==> src/rtl/disp_pkg.sv <==
// Shared types and constants for the display value controller.
// Conversion FSM states, BCD adjust constants and the blank segment code.
package disp_pkg;

  typedef enum logic [1:0] {
    IDLE,
    CONV,
    COMMIT
  } state_t;

  localparam logic [3:0] BCD_ADJ_THRESH = 4'd5;
  localparam logic [3:0] BCD_ADJ        = 4'd3;
  localparam logic [6:0] BLANK_SEG      = 7'b1111111;

  function automatic longint unsigned pow10(input int n);
    longint unsigned r;
    r = 1;
    for (int i = 0; i < n; i++) begin
      r = r * 10;
    end
    return r;
  endfunction

endpackage

==> src/rtl/disp_value_ctrl_if.sv <==
// Value-in / digits-out bundle between the CPU display register
// and the hexdriver bank.
interface disp_value_ctrl_if #(
  parameter int WIDTH  = 16,
  parameter int DIGITS = 5
);

  logic                  in_valid;
  logic                  in_ready;
  logic [WIDTH-1:0]      in_value;
  logic                  in_dec;
  logic                  blank_lz;
  logic [4*DIGITS-1:0]   digits;
  logic [DIGITS-1:0]     digit_blank;
  logic                  out_valid;

  modport master (
    output in_valid,
    output in_value,
    output in_dec,
    output blank_lz,
    input  in_ready,
    input  digits,
    input  digit_blank,
    input  out_valid
  );

  modport slave (
    input  in_valid,
    input  in_value,
    input  in_dec,
    input  blank_lz,
    output in_ready,
    output digits,
    output digit_blank,
    output out_valid
  );

endinterface

==> src/rtl/bcd_dabble_step.sv <==
// One double-dabble iteration: add-3 on digits >= 5, then shift
// the incoming binary MSB into the bottom of the BCD register.
module bcd_dabble_step
  import disp_pkg::*;
#(
  parameter int DIGITS = 5
) (
  input  logic [4*DIGITS-1:0] bcd,
  input  logic                msb,
  output logic [4*DIGITS-1:0] nxt
);

  localparam int BW = 4 * DIGITS;

  logic [BW-1:0] adj;

  always_comb begin
    adj = '0;
    for (int i = 0; i < DIGITS; i++) begin
      if (bcd[4*i +: 4] >= BCD_ADJ_THRESH) begin
        adj[4*i +: 4] = bcd[4*i +: 4] + BCD_ADJ;
      end else begin
        adj[4*i +: 4] = bcd[4*i +: 4];
      end
    end
  end

  assign nxt = (adj << 1) | BW'(msb);

endmodule

==> src/rtl/disp_value_ctrl.sv <==
// Binary to per-digit code converter, hex or iterative decimal,
// with leading-zero blanking and atomic digit commit.
module disp_value_ctrl
  import disp_pkg::*;
#(
  parameter int WIDTH  = 16,
  parameter int DIGITS = 5
) (
  input logic               clk,
  input logic               rst_n,
  disp_value_ctrl_if.slave  bus
);

  localparam int BW = 4 * DIGITS;
  localparam int CW = $clog2(WIDTH + 1);

  if ((pow10(DIGITS) <= (64'd1 << WIDTH)) ||
      (4 * DIGITS < WIDTH)) begin : g_bad_param
    $error("disp_value_ctrl: DIGITS too small for WIDTH");
  end

  state_t              state;
  state_t              nxt;
  logic [WIDTH-1:0]    bin;
  logic [BW-1:0]       bcd;
  logic [BW-1:0]       step;
  logic [CW-1:0]       cnt;
  logic                blz;
  logic                acc;
  logic [DIGITS-1:0]   blank_nxt;
  logic [BW-1:0]       digits_q;
  logic [DIGITS-1:0]   blank_q;
  logic                ov_q;

  assign bus.in_ready    = (state == IDLE);
  assign bus.digits      = digits_q;
  assign bus.digit_blank = blank_q;
  assign bus.out_valid   = ov_q;
  assign acc = bus.in_valid && (state == IDLE);

  bcd_dabble_step #(
    .DIGITS (DIGITS)
  ) u_step (
    .bcd (bcd),
    .msb (bin[WIDTH-1]),
    .nxt (step)
  );

  always_ff @(posedge clk or negedge rst_n) begin
    if (!rst_n) begin
      state <= IDLE;
    end else begin
      state <= nxt;
    end
  end

  always_comb begin
    nxt = state;
    unique case (state)
      IDLE:   if (acc) nxt = bus.in_dec ? CONV : COMMIT;
      CONV:   if (cnt == '0) nxt = COMMIT;
      COMMIT: nxt = IDLE;
      default: nxt = IDLE;
    endcase
  end

  always_ff @(posedge clk or negedge rst_n) begin
    if (!rst_n) begin
      bin <= '0;
      bcd <= '0;
      cnt <= '0;
      blz <= 1'b0;
    end else begin
      unique case (state)
        IDLE: begin
          if (acc) begin
            blz <= bus.blank_lz;
            if (bus.in_dec) begin
              bin <= bus.in_value;
              bcd <= '0;
              cnt <= CW'(WIDTH - 1);
            end else begin
              bcd <= BW'(bus.in_value);
            end
          end
        end
        CONV: begin
          bcd <= step;
          bin <= {bin[WIDTH-2:0], 1'b0};
          if (cnt != '0) cnt <= cnt - 1'b1;
        end
        default: ;
      endcase
    end
  end

  // A digit blanks only when it and everything above it is zero.
  always_comb begin
    logic z;
    blank_nxt = '0;
    z = 1'b1;
    for (int i = DIGITS - 1; i >= 1; i--) begin
      z = z && (bcd[4*i +: 4] == 4'd0);
      blank_nxt[i] = blz && z;
    end
  end

  always_ff @(posedge clk or negedge rst_n) begin
    if (!rst_n) begin
      digits_q <= '0;
      blank_q  <= '0;
      ov_q     <= 1'b0;
    end else begin
      ov_q <= (state == COMMIT);
      if (state == COMMIT) begin
        digits_q <= bcd;
        blank_q  <= blank_nxt;
      end
    end
  end

endmodule

==> src/flat_wrapper.sv <==
// flat-port wrapper written by rule: the top's interface ports become plain ports
module disp_value_ctrl_flat import disp_pkg::*;
#(
  parameter int WIDTH  = 16,
  parameter int DIGITS = 5
)
  (clk, rst_n, bus_in_valid, bus_in_value, bus_in_dec, bus_blank_lz, bus_in_ready, bus_digits, bus_digit_blank, bus_out_valid);
  disp_value_ctrl_if #(.WIDTH(WIDTH), .DIGITS(DIGITS)) bus_i ();
  input logic clk;
  input logic rst_n;
  input wire logic [$bits(bus_i.in_valid)-1:0] bus_in_valid;
  input wire logic [$bits(bus_i.in_value)-1:0] bus_in_value;
  input wire logic [$bits(bus_i.in_dec)-1:0] bus_in_dec;
  input wire logic [$bits(bus_i.blank_lz)-1:0] bus_blank_lz;
  output wire logic [$bits(bus_i.in_ready)-1:0] bus_in_ready;
  output wire logic [$bits(bus_i.digits)-1:0] bus_digits;
  output wire logic [$bits(bus_i.digit_blank)-1:0] bus_digit_blank;
  output wire logic [$bits(bus_i.out_valid)-1:0] bus_out_valid;
  assign bus_i.in_valid = bus_in_valid;
  assign bus_i.in_value = bus_in_value;
  assign bus_i.in_dec = bus_in_dec;
  assign bus_i.blank_lz = bus_blank_lz;
  assign bus_in_ready = bus_i.in_ready;
  assign bus_digits = bus_i.digits;
  assign bus_digit_blank = bus_i.digit_blank;
  assign bus_out_valid = bus_i.out_valid;
  disp_value_ctrl #(.WIDTH(WIDTH), .DIGITS(DIGITS)) u_core (.clk(clk), .rst_n(rst_n), .bus(bus_i));
endmodule
==> config.mk <==
export PLATFORM = sky130hd
export DESIGN_NAME = disp_value_ctrl_flat
export DESIGN_NICKNAME = d
export VERILOG_FILES = /design/src/rtl/disp_pkg.sv /design/src/rtl/disp_value_ctrl_if.sv /design/src/rtl/bcd_dabble_step.sv /design/src/rtl/disp_value_ctrl.sv /design/src/flat_wrapper.sv
export SDC_FILE = /design/constraint.sdc
export NUM_CORES = 1
export LEC_CHECK = 0
export BUFFER_PORTS_ARGS = -buffer_cell sky130_fd_sc_hd__buf_2
export CAP_MARGIN = 10
export CORE_MARGIN = 4
export CORE_UTILIZATION = 55
export CTS_CLUSTER_DIAMETER = 50
export DETAILED_ROUTE_END_ITERATION = 10
export PLACE_DENSITY = 0.77
export SETUP_SLACK_MARGIN = 0.05
export SYNTH_ARGS = -nofsm -noshare
export SYNTH_HDL_FRONTEND = slang
export SYNTH_SLANG_ARGS = --single-unit
==> constraint.sdc <==
create_clock -name clk -period 4.85 [get_ports clk]
set_input_delay 0.485 -clock clk [delete_from_list [all_inputs] [get_ports clk]]
set_output_delay 0.485 -clock clk [all_outputs]
set_load 0.02 [all_outputs]
==> flow_summary_export.csv, run 1 <==
group,metric,value,unit
power,p_clk_share,17.4,%
worst_setup_path,rr_worst_depth,6,
power,power.switching,990,uW
worst_setup_path,required,5.13,ns
die,core-area,5920,um^2
clock_network,cts-root-buf,"clkbuf_8",
placed_design,place_ws,2.78,ns
timing,hold_viol_final,0,
clock_network,cts_max_path_buffers,2,
placed_design,gp_congestion,0.848,
worst_setup_path,arrival,2.35,ns
power,power_density,647,nW/um^2
synth,syn-cell-area,3340,um^2
timing,rsz0062_at_grt,"false",
global_route,overflow,0,
die,num_rows,28,
timing,fmax,0.482,GHz
detailed_routing,wire_per_inst,16.1,um
power,combPwrFrac,42.5,%
detailed_routing,vias,2528,
worst_setup_path,crit_path_end_kind,"register",
timing,setup_slack,2.77,ns
worst_setup_path,r2r-start,"u_core.bcd[16]",
clock_network,worst_skew_pair.late_latency,0.35,ns
clock_network,cts_hold_buf,0,
detailed_routing,dr.pass1.iters,5,
worst_setup_path,cp_max_fo,5,
worst_setup_path,startpoint_type,"register",
clock_network,postCtsSetupRepairBufs,0,
timing,setup_viol,0,
detailed_routing,drt-initial-drc-count,165,
die,ioPinCount,48,
flow_run,maxCapViolCount,0,
power,p_int,1460,uW
outcome,status,"complete, no violations",
final_layout,synthToLayoutAreaGrowth,13.3,%
global_route,grt_usage,20.8,%
power,pwr-share-seq,40.1,%
worst_setup_path,rr_endpoint,"u_core.bus.digit_blank[1]",
global_route,antenna_found_initial,0,
detailed_routing,ant_nets,0,
worst_setup_path,rrSetupSlack,2.77,ns
clock_network,cts_tree,"done",
global_route,grt_pass1_vias,2508,
final_layout,final_cell_mix,"dfrtp_1 (69), buf_2 (46), o21ai_0 (39)",
final_layout,antennaDiodeCount,0,
timing,slew_headroom,43.1,%
timing,drv_slew,0,
timing,tightest_slew,0.854,ns
synth,syn_avg_cell_area,10.5,um^2
worst_setup_path,critPathKind,"register to register",
synth,synth_cells,318,
global_route,grt_pass1_wl,11900,um
clock_network,clk_pin_slew,0.07,ns
die,dieArea,7380,um^2
die,die_y,85.9,um
synth,yosysUniqueCellTypes,42,
power,finalPower,2450,uW
detailed_routing,drcViolationCount,0,
worst_hold_path,min_path_type,"primary input to asynchronous set/reset pin",
final_layout,final_nets,394,
timing,fin_skew,0.00564,ns
final_layout,stdcell_count,438,
synth,synth_seq_area_share,51.7,%
clock_network,cts_made_buffers,9,
timing,post-route-min-period,2.08,ns
final_layout,final_common_cell,"dfrtp_1",
placed_design,place_hpwl,4820,um
timing,setup_tns,0,ns
synth,synth_nets,354,
timing,fin_crit_sh,42.8,%
clock_network,cts.sinks,69,
die,die_w,85.9,um
power,switching_share,40.4,%
power,leakagePower,0.00188,uW
global_route,grt_start_max_net_pins,70,
power,ir_drop,0.405,mV
synth,ys_warn_count,0,
die,initial_core_util,56.4,%
clock_network,cts_resized,0,
final_layout,drive_gt1_share,23.7,%
detailed_routing,drt-total-wl,7050,um
clock_network,h-tree-depth,3,
placed_design,dp_cells,422,
placed_design,port_buffers,46,
synth,yosys_register_bits,69,
detailed_routing,viasPerCell,5.77,
## worst max-delay path by stage
stage	from	end	slack, ns	cells past startpoint
after CTS	u_core.bcd[16]	u_core.bus.digit_blank[1]	2.77	6
after global routing	u_core.bcd[16]	u_core.bus.digit_blank[2]	2.62	6
after floorplan	u_core.bcd[16]	u_core.bus.digit_blank[1]	2.92	6
after detailed placement	u_core.bcd[16]	u_core.bus.digit_blank[1]	2.78	6
final	u_core.bcd[16]	u_core.bus.digit_blank[1]	2.77	6
after global placement	u_core.bcd[16]	u_core.bus.digit_blank[1]	2.85	6
## kinds of logic (layout without fill, tap and decap cells)
kind of cell	Yosys count	in the layout	share of synthesized area (%)
AO/OA/AOI/OAI	86	86	16.6
XOR/XNOR	8	8	2.10
adder cells (fa/ha/maj)	15	15	5.62
buffers and inverters	42	87	4.91
flip-flops	69	69	51.7
multiplexers	24	24	7.79
other	1	1	0.112
AND/OR/NAND/NOR	73	73	11.2
## registers in the layout (all words and copies together) (netlist names)
register,count
u_core.bcd,20
u_core.bus.digits,20
u_core.bin,16
u_core.cnt,5
u_core.bus.digit_blank,4
u_core.state,2
u_core.blz,1
u_core.bus.out_valid,1
## worst max-delay path: stages, from the launching register on
cell	delay (ns)
dfrtp_1	0.38
inv_1	0.15
ha_1	0.17
nand4bb_1	0.12
or4b_1	0.53
or4b_1	0.50
o21ai_1	0.15
## metrics by stage
stage | util [%] | hold slack, ns | area, um^2
2_1_floorplan | - | 0.189 | 3340
3_3_place_gp | 60.9 | 0.457 | 3610
3_5_place_dp | 60.9 | 0.465 | 3610
4_1_cts | 63.9 | 0.354 | 3790
5_1_grt | 63.9 | 0.380 | 3790
6_report | 63.9 | 0.322 | 3790
## cell type report
type | count | area [um^2]
fill | 482 | 2130
sequential | 69 | 1730
multi-input combinational | 207 | 1450
timing repair buffer | 49 | 253
clock buffer | 12 | 155
tap | 75 | 93.8
inverter | 22 | 82.6
clock inverter | 4 | 22.5
## power by group through the flow
stage          Sequential [uW]  Combinational (uW)  Clock, uW
6_report                   982                1040        427
5_1_grt                   1010                1180        463
4_1_cts                    980                1050        433
3_5_place_dp               991                1040          0
3_3_place_gp               978                1000          0
2_1_floorplan             1040                 704          0
## synthesized netlist by cell type
cell | instances | area [um^2]
a21oi_1 | 13 | 65.1
a221oi_1 | 4 | 35.0
xnor2_1 | 5 | 43.8
and3b_1 | 1 | 8.76
clkbuf_1 | 17 | 63.8
o21ai_0 | 39 | 195
and3_1 | 1 | 6.26
dfrtp_1 | 69 | 1730
mux2i_1 | 8 | 80.1
a32o_1 | 1 | 10.0
xor2_1 | 3 | 26.3
buf_2 | 2 | 10.0
nand3_1 | 1 | 5.00
o22a_1 | 2 | 17.5
a22oi_1 | 3 | 22.5
nand3b_1 | 1 | 7.51
o21ai_1 | 2 | 10.0
nand2b_1 | 9 | 56.3
or3b_2 | 2 | 17.5
buf_4 | 1 | 7.51
a32oi_1 | 4 | 35.0
a222oi_1 | 7 | 70.1
o311ai_0 | 1 | 8.76
nand2_1 | 25 | 93.8
or4b_2 | 1 | 10.0
or2_2 | 2 | 12.5
nor4_1 | 1 | 6.26
a2bb2oi_1 | 1 | 8.76
nor3_1 | 8 | 40.0
o22ai_1 | 2 | 12.5
nor2b_1 | 2 | 12.5
nand4bb_1 | 1 | 11.3
a21boi_0 | 2 | 15.0
ha_1 | 15 | 188
mux2_2 | 16 | 180
conb_1 | 1 | 3.75
inv_1 | 22 | 82.6
nor3b_1 | 2 | 15.0
nor2_1 | 14 | 52.6
o31ai_1 | 1 | 7.51
or4b_1 | 2 | 20.0
a221o_1 | 4 | 40.0
## layer usage
metal / track usage (%) / up-vias / share of wire, %
li1: - / 1213 / -
met1: 27.6 / 1226 / 46
met2: 31.7 / 77 / 46
met3: 6.15 / 12 / 6.7
met4: 9.35 / 0 / 1.7
met5: 0 / - / 0
Power figures use the tool's default switching activity.
==> run 2, diff against run 1 <==
Settings changed: ABC_AREA set to 1.
Clock period 4.85 ns to 2.02 ns, I/O delays scaled along.
==> run 2 against run 1 <==
  * Routed wire length is 12% higher
  * Largest cell class unchanged
  * Critical endpoint is now u_core.bcd[10]
  * Cell area is 10% higher
  * Area after synthesis is 9.4% higher
==> flow_summary_export.csv, run 2 <==
group,metric,value,unit
timing,tightest_slew,0.576,ns
die,ioPinCount,48,
timing,hold_viol_final,0,
timing,rsz0062_at_grt,"false",
placed_design,gp_congestion,0.873,
timing,slew_headroom,61.6,%
synth,syn_avg_cell_area,7.79,um^2
global_route,overflow,0,
timing,drv_slew,0,
clock_network,worst_skew_pair.late_latency,0.36,ns
die,initial_core_util,57.2,%
worst_hold_path,holdPathEnd,"u_core.blz",
clock_network,cts_max_path_buffers,2,
final_layout,finish.utilization,65.4,%
clock_network,cts_resized,0,
detailed_routing,dr.pass1.iters,5,
synth,synth_compound_area_share,12.0,%
synth,synth.most_common_cell,"nand2_1",
synth,syn-cell-area,3650,um^2
synth,synth_top_family_by_area,"simple AND/OR/NAND/NOR gates",
worst_setup_path,startpoint_type,"register",
detailed_routing,viasPerCell,5.26,
timing,post-route-min-period,1.53,ns
synth,synth-simple-area-share,25.7,%
detailed_routing,ant_nets,0,
placed_design,place_hpwl,5570,um
synth,ys_warn_count,0,
worst_setup_path,arrival,1.81,ns
synth,synth_seq_area_share,47.3,%
power,leakagePower,0.00227,uW
worst_hold_path,min_from,"bus_blank_lz",
clock_network,postCtsSetupRepairBufs,0,
synth,synthTopCellsByArea,"dfrtp_1 (47%), nand2_1 (14%), o21ai_0 (7.5%), inv_1 (6.1%), ha_1 (5.1%)",
power,power.switching,3210,uW
power,switching_share,44.2,%
synth,synth_top_area_cell,"dfrtp_1",
timing,setup_viol,0,
power,pwr-share-seq,32.1,%
timing,fin_skew,0.00865,ns
placed_design,port_buffers,46,
worst_setup_path,rr_worst_depth,7,
timing,fin_crit_sh,75.7,%
clock_network,cts-root-buf,"clkbuf_8",
global_route,grt_usage,21.5,%
synth,synth_nets,505,
worst_setup_path,rr_endpoint,"u_core.bcd[10]",
worst_setup_path,r2r-start,"u_core.state[1]",
detailed_routing,drt-total-wl,7880,um
synth,muxShareOfSynthArea,0.308,%
worst_setup_path,critPathKind,"register to register",
clock_network,clk_pin_slew,0.07,ns
detailed_routing,drcViolationCount,0,
detailed_routing,wire_per_inst,13.2,um
global_route,grt_pass1_wl,13300,um
flow_run,maxCapViolCount,0,
final_layout,final_common_cell,"nand2_1",
detailed_routing,vias,3148,
outcome,status,"complete, no violations",
worst_setup_path,cp_max_fo,35,
global_route,grt_start_max_net_pins,46,
synth,async_flop_share,100,%
clock_network,h-tree-depth,3,
die,num_rows,29,
power,p_clk_share,19.0,%
clock_network,cts_made_buffers,9,
synth,synth_edf_count,0,
power,combPwrFrac,49.0,%
power,p_int,4060,uW
synth,synth.top_cell.area_share,47.3,%
final_layout,final_nets,552,
synth,synth_ff_type,"dfrtp_1",
synth,synth_cells,469,
synth,yosys_register_bits,69,
timing,fmax,0.654,GHz
synth,ys_top_cells_by_count,"nand2_1 (132), dfrtp_1 (69), inv_1 (59), o21ai_0 (55), nor2_1 (36)",
die,die_y,89.5,um
clock_network,cts_tree,"done",
final_layout,antennaDiodeCount,0,
die,die_w,89.5,um
worst_setup_path,rrSetupSlack,0.49,ns
final_layout,final_cell_mix,"nand2_1 (132), dfrtp_1 (69), inv_1 (59)",
power,power_density,1740,nW/um^2
timing,setup_tns,0,ns
power,ir_drop,0.959,mV
synth,yosys.area_share.adder,5.14,%
final_layout,drive_gt1_share,15.2,%
synth,yosysUniqueCellTypes,28,
worst_hold_path,holdPathStages,2,
global_route,antenna_found_initial,0,
die,core-area,6390,um^2
worst_setup_path,required,2.30,ns
synth,synth_xor_area_share,0,%
worst_hold_path,min_path_type,"primary input to register",
global_route,grt_pass1_vias,2933,
clock_network,cts.sinks,69,
die,dieArea,8010,um^2
detailed_routing,drt-initial-drc-count,166,
worst_setup_path,crit_path_end_kind,"register",
final_layout,synthToLayoutAreaGrowth,14.3,%
## run 2: cell types whose count changed in the layout (fill, tap and decap cells not counted), sizes merged, moves of 9 or more
cell	delta
inv	+39
mux2	-15
nand2	+112
nand2b	-9
nand3	+29
nand4	+13
nor2	+24
o21ai	+17
## run 2: cell type report
cell class / instances / area [um^2]
clock buffer: 12 / 145
clock inverter: 4 / 95.1
fill: 548 / 2210
inverter: 61 / 231
multi-input combinational: 321 / 1580
sequential: 69 / 1730
tap: 77 / 96.3
timing repair buffer: 54 / 305
## run 2: power by group through the flow
stage	Combinational, uW	Sequential, uW	Clock, uW
floorplan	2550	2530	0
global placement	3430	2330	0
detailed placement	3530	2360	0
CTS	3570	2330	1400
global route	4100	2410	1460
finish	3560	2330	1380
## run 2: cells by family (layout without fill, tap and decap cells)
kind of cell | count (synthesis) | after routing
DFF | 69 | 69
adders and majority gates | 15 | 15
AOI/OAI and AO/OA | 82 | 82
and+or+nand+nor | 222 | 222
other | 1 | 1
buffers and inverters | 79 | 131
muxes | 1 | 1
## run 2: worst max-delay path by stage
stage	startpoint	to	slack, ns	cells after the start
CTS	u_core.state[0]	u_core.bcd[15]	0.49	7
finish	u_core.state[1]	u_core.bcd[10]	0.49	7
global route	u_core.state[0]	u_core.bcd[15]	0.27	7
floorplan	u_core.state[1]	u_core.bcd[10]	0.70	7
global placement	u_core.state[1]	u_core.bcd[5]	0.54	7
detailed placement	u_core.state[0]	u_core.bcd[15]	0.51	7
## run 2: timing repair
item / 4_1_cts / 5_1_grt
setup endpoints to repair: 0 / 0
hold endpoints to repair: 24 / 0
hold buffers: 1 / 0
## run 2: through the flow
stage	setup slack (ns)	hold slack [ns]	instance area [um^2]	instances	power, uW
after global placement	0.538	0.228	3930	581	5760
final	0.492	0.0913	4180	598	7270
after floorplan	0.704	-0.0936	3650	469	5090
after global routing	0.275	0.103	4180	598	7960
after detailed placement	0.514	0.230	3930	581	5880
after CTS	0.488	0.0937	4180	598	7290
## run 2: routing by layer
layer | vias to the layer above | part of all wire [%] | GRT usage [%]
li1 | 1587 | - | -
met4 | 0 | 2.0 | 10.1
met1 | 1454 | 47 | 30.1
met5 | - | 0 | 0
met2 | 92 | 45 | 32.1
met3 | 15 | 5.9 | 4.06
## run 2: worst max-delay path, cell delays in order (launching register included)
cell,delay [ns]
dfrtp_1,0.44
inv_2,0.06
nand2_2,0.14
buf_4,0.33
nand2_1,0.12
nor2_1,0.14
nor2_1,0.07
a21oi_1,0.14
==> run 3, diff against run 2 <==
Clock period 2.02 ns to 1.5 ns, I/O delays scaled along.
==> run 3 against run 2 <==
  * Combinational power increased by 45%
  * Worst hold slack lost 0.046 ns
  * Cell area increased by 2.5%
  * Final cell count rose by 1.8%
  * Via count increased by 3.5%
  * Largest cell class unchanged
  * Largest power group unchanged
==> flow_summary_export.csv, run 3 (synthesized netlist as in run 2, its figures left out) <==
group,metric,value,unit
timing,setup_viol,0,
final_layout,drive_gt1_share,17.7,%
final_layout,final_nets,563,
worst_setup_path,cp_slowest_cell,"dfrtp_1",
power,p_clk_share,16.8,%
clock_network,clk_pin_slew,0.08,ns
global_route,grt_start_max_net_pins,45,
final_layout,finish.utilization,67.1,%
global_route,grt_usage,21.7,%
flow_run,maxCapViolCount,0,
worst_setup_path,rr_worst_depth,6,
worst_setup_path,cp_max_fo,17,
die,die_w,89.5,um
die,initial_core_util,57.2,%
final_layout,final_common_cell,"nand2_1",
global_route,grt_pass1_vias,3039,
worst_setup_path,rr_endpoint,"u_core.bcd[5]",
detailed_routing,vias,3258,
detailed_routing,dr_wl_met3,478,um
worst_setup_path,r2r-start,"u_core.state[0]",
worst_setup_path,slowest_delay,0.44,ns
timing,setup_tns,0,ns
worst_setup_path,path_buf_inv,1,
timing,fmax,0.733,GHz
global_route,overflow,0,
placed_design,place_hpwl,5630,um
timing,fin_crit_sh,90.9,%
detailed_routing,drt-total-wl,7870,um
timing,fin_skew,0.00689,ns
final_layout,nFillCells,552,
timing,rsz0062_at_grt,"false",
worst_hold_path,min_path_type,"primary input to register",
clock_network,h-tree-depth,3,
detailed_routing,drt-initial-drc-count,254,
detailed_routing,wl_met1,3660,um
placed_design,gp_congestion,0.858,
power,switching_share,44.1,%
clock_network,cts.sinks,69,
detailed_routing,dr_wl_met2,3560,um
worst_hold_path,min_from,"bus_blank_lz",
placed_design,place_ws,0.0956,ns
final_layout,synthToLayoutAreaGrowth,17.3,%
power,ir_drop,1.16,mV
worst_hold_path,holdPathEnd,"u_core.blz",
power,combPwrFrac,51.6,%
worst_setup_path,startpoint_type,"register",
worst_setup_path,cp_top_family,"simple AND/OR/NAND/NOR gates",
detailed_routing,highest_layer,"met4",
detailed_routing,wire_per_inst,12.9,um
power,p_int,5570,uW
power,power_density,2330,nW/um^2
worst_setup_path,required,1.77,ns
worst_setup_path,rrSetupSlack,0.14,ns
die,die_y,89.5,um
clock_network,cts_max_path_buffers,2,
power,leakagePower,0.00232,uW
detailed_routing,dr.pass1.iters,5,
power,pwr-share-seq,31.6,%
timing,setup_slack,0.136,ns
timing,drv_slew,0,
timing,post-route-min-period,1.36,ns
outcome,status,"complete, no violations",
worst_setup_path,critPathKind,"register to register",
detailed_routing,viasPerCell,5.35,
placed_design,port_buffers,46,
global_route,grt_pass1_wl,13500,um
clock_network,cts-root-buf,"clkbuf_8",
power,power.switching,4400,uW
worst_hold_path,holdPathStages,2,
detailed_routing,ant_nets,0,
final_layout,antennaDiodeCount,0,
clock_network,postCtsSetupRepairBufs,0,
die,ioPinCount,48,
worst_setup_path,arrival,1.63,ns
clock_network,cts_made_buffers,9,
die,dieArea,8010,um^2
detailed_routing,drcViolationCount,0,
timing,hold_viol_final,0,
clock_network,cts_tree,"done",
clock_network,worst_skew_pair.late_latency,0.34,ns
global_route,antenna_found_initial,0,
die,core-area,6390,um^2
worst_setup_path,crit_top_cell,"nor2_1",
die,num_rows,29,
worst_setup_path,worstPathCellList,"nand2_4 -> buf_4 -> nand2_1 -> nor2_1 -> nor2_1 -> a21oi_1",
worst_setup_path,crit_path_end_kind,"register",
final_layout,final_cell_mix,"nand2_1 (132), dfrtp_1 (69), o21ai_0 (55)",
## run 3: what timing repair did
item / in CTS / in global routing
endpoints found under the setup margin: 1 / 12
endpoints found under the hold margin: 69 / 0
gates resized for setup: 1 / 6
hold buffers: 1 / 0
## run 3: through the flow
stage / area (um^2) / total power, uW / cells / hold WS [ns]
after CTS: 4280 / 9940 / 609 / 0.0375
after floorplan: 3650 / 6850 / 469 / -0.146
after detailed placement: 4050 / 8210 / 592 / 0.146
final: 4280 / 9970 / 609 / 0.0453
after global routing: 4280 / 11000 / 609 / 0.0457
after global placement: 4050 / 8020 / 592 / 0.151
## run 3: area by class of cell
class | instances | area, um^2 | share of cell area, %
well taps | 77 | 96.3 | 2.25
multi-input cells | 321 | 1580 | 36.9
clock buffers | 13 | 149 | 3.48
repair buffers | 65 | 429 | 10.0
flip-flops and latches | 69 | 1730 | 40.3
inverters | 61 | 231 | 5.40
clock inverters | 3 | 68.8 | 1.61
## run 3: worst max-delay path by stage
| stage | from | to | slack [ns] | depth (start not counted) |
|---|---|---|---|---|
| 2_1_floorplan | u_core.state[1] | u_core.bcd[10] | 0.18 | 7 |
| 3_3_place_gp | u_core.state[0] | u_core.bcd[5] | 0.16 | 6 |
| 3_5_place_dp | u_core.state[0] | u_core.bcd[5] | 0.1 | 6 |
| 4_1_cts | u_core.state[0] | u_core.bcd[5] | 0.12 | 6 |
| 5_1_grt | u_core.state[0] | u_core.bcd[6] | 0.05 | 6 |
| 6_report | u_core.state[0] | u_core.bcd[5] | 0.14 | 6 |
## run 3: routing by layer
layer / vias to the layer above / GRT usage (%)
met1: 1497 / 30.4
met3: 19 / 3.59
li1: 1623 / -
met2: 119 / 33.3
met4: 0 / 9.61
met5: - / 0
## run 3: power by group through the flow
stage / Combinational [uW] / Sequential, uW / Clock, uW
floorplan: 3440 / 3410 / 0
global placement: 4890 / 3130 / 0
detailed placement: 5050 / 3160 / 0
CTS: 5120 / 3130 / 1690
global route: 5940 / 3240 / 1780
finish: 5150 / 3150 / 1680
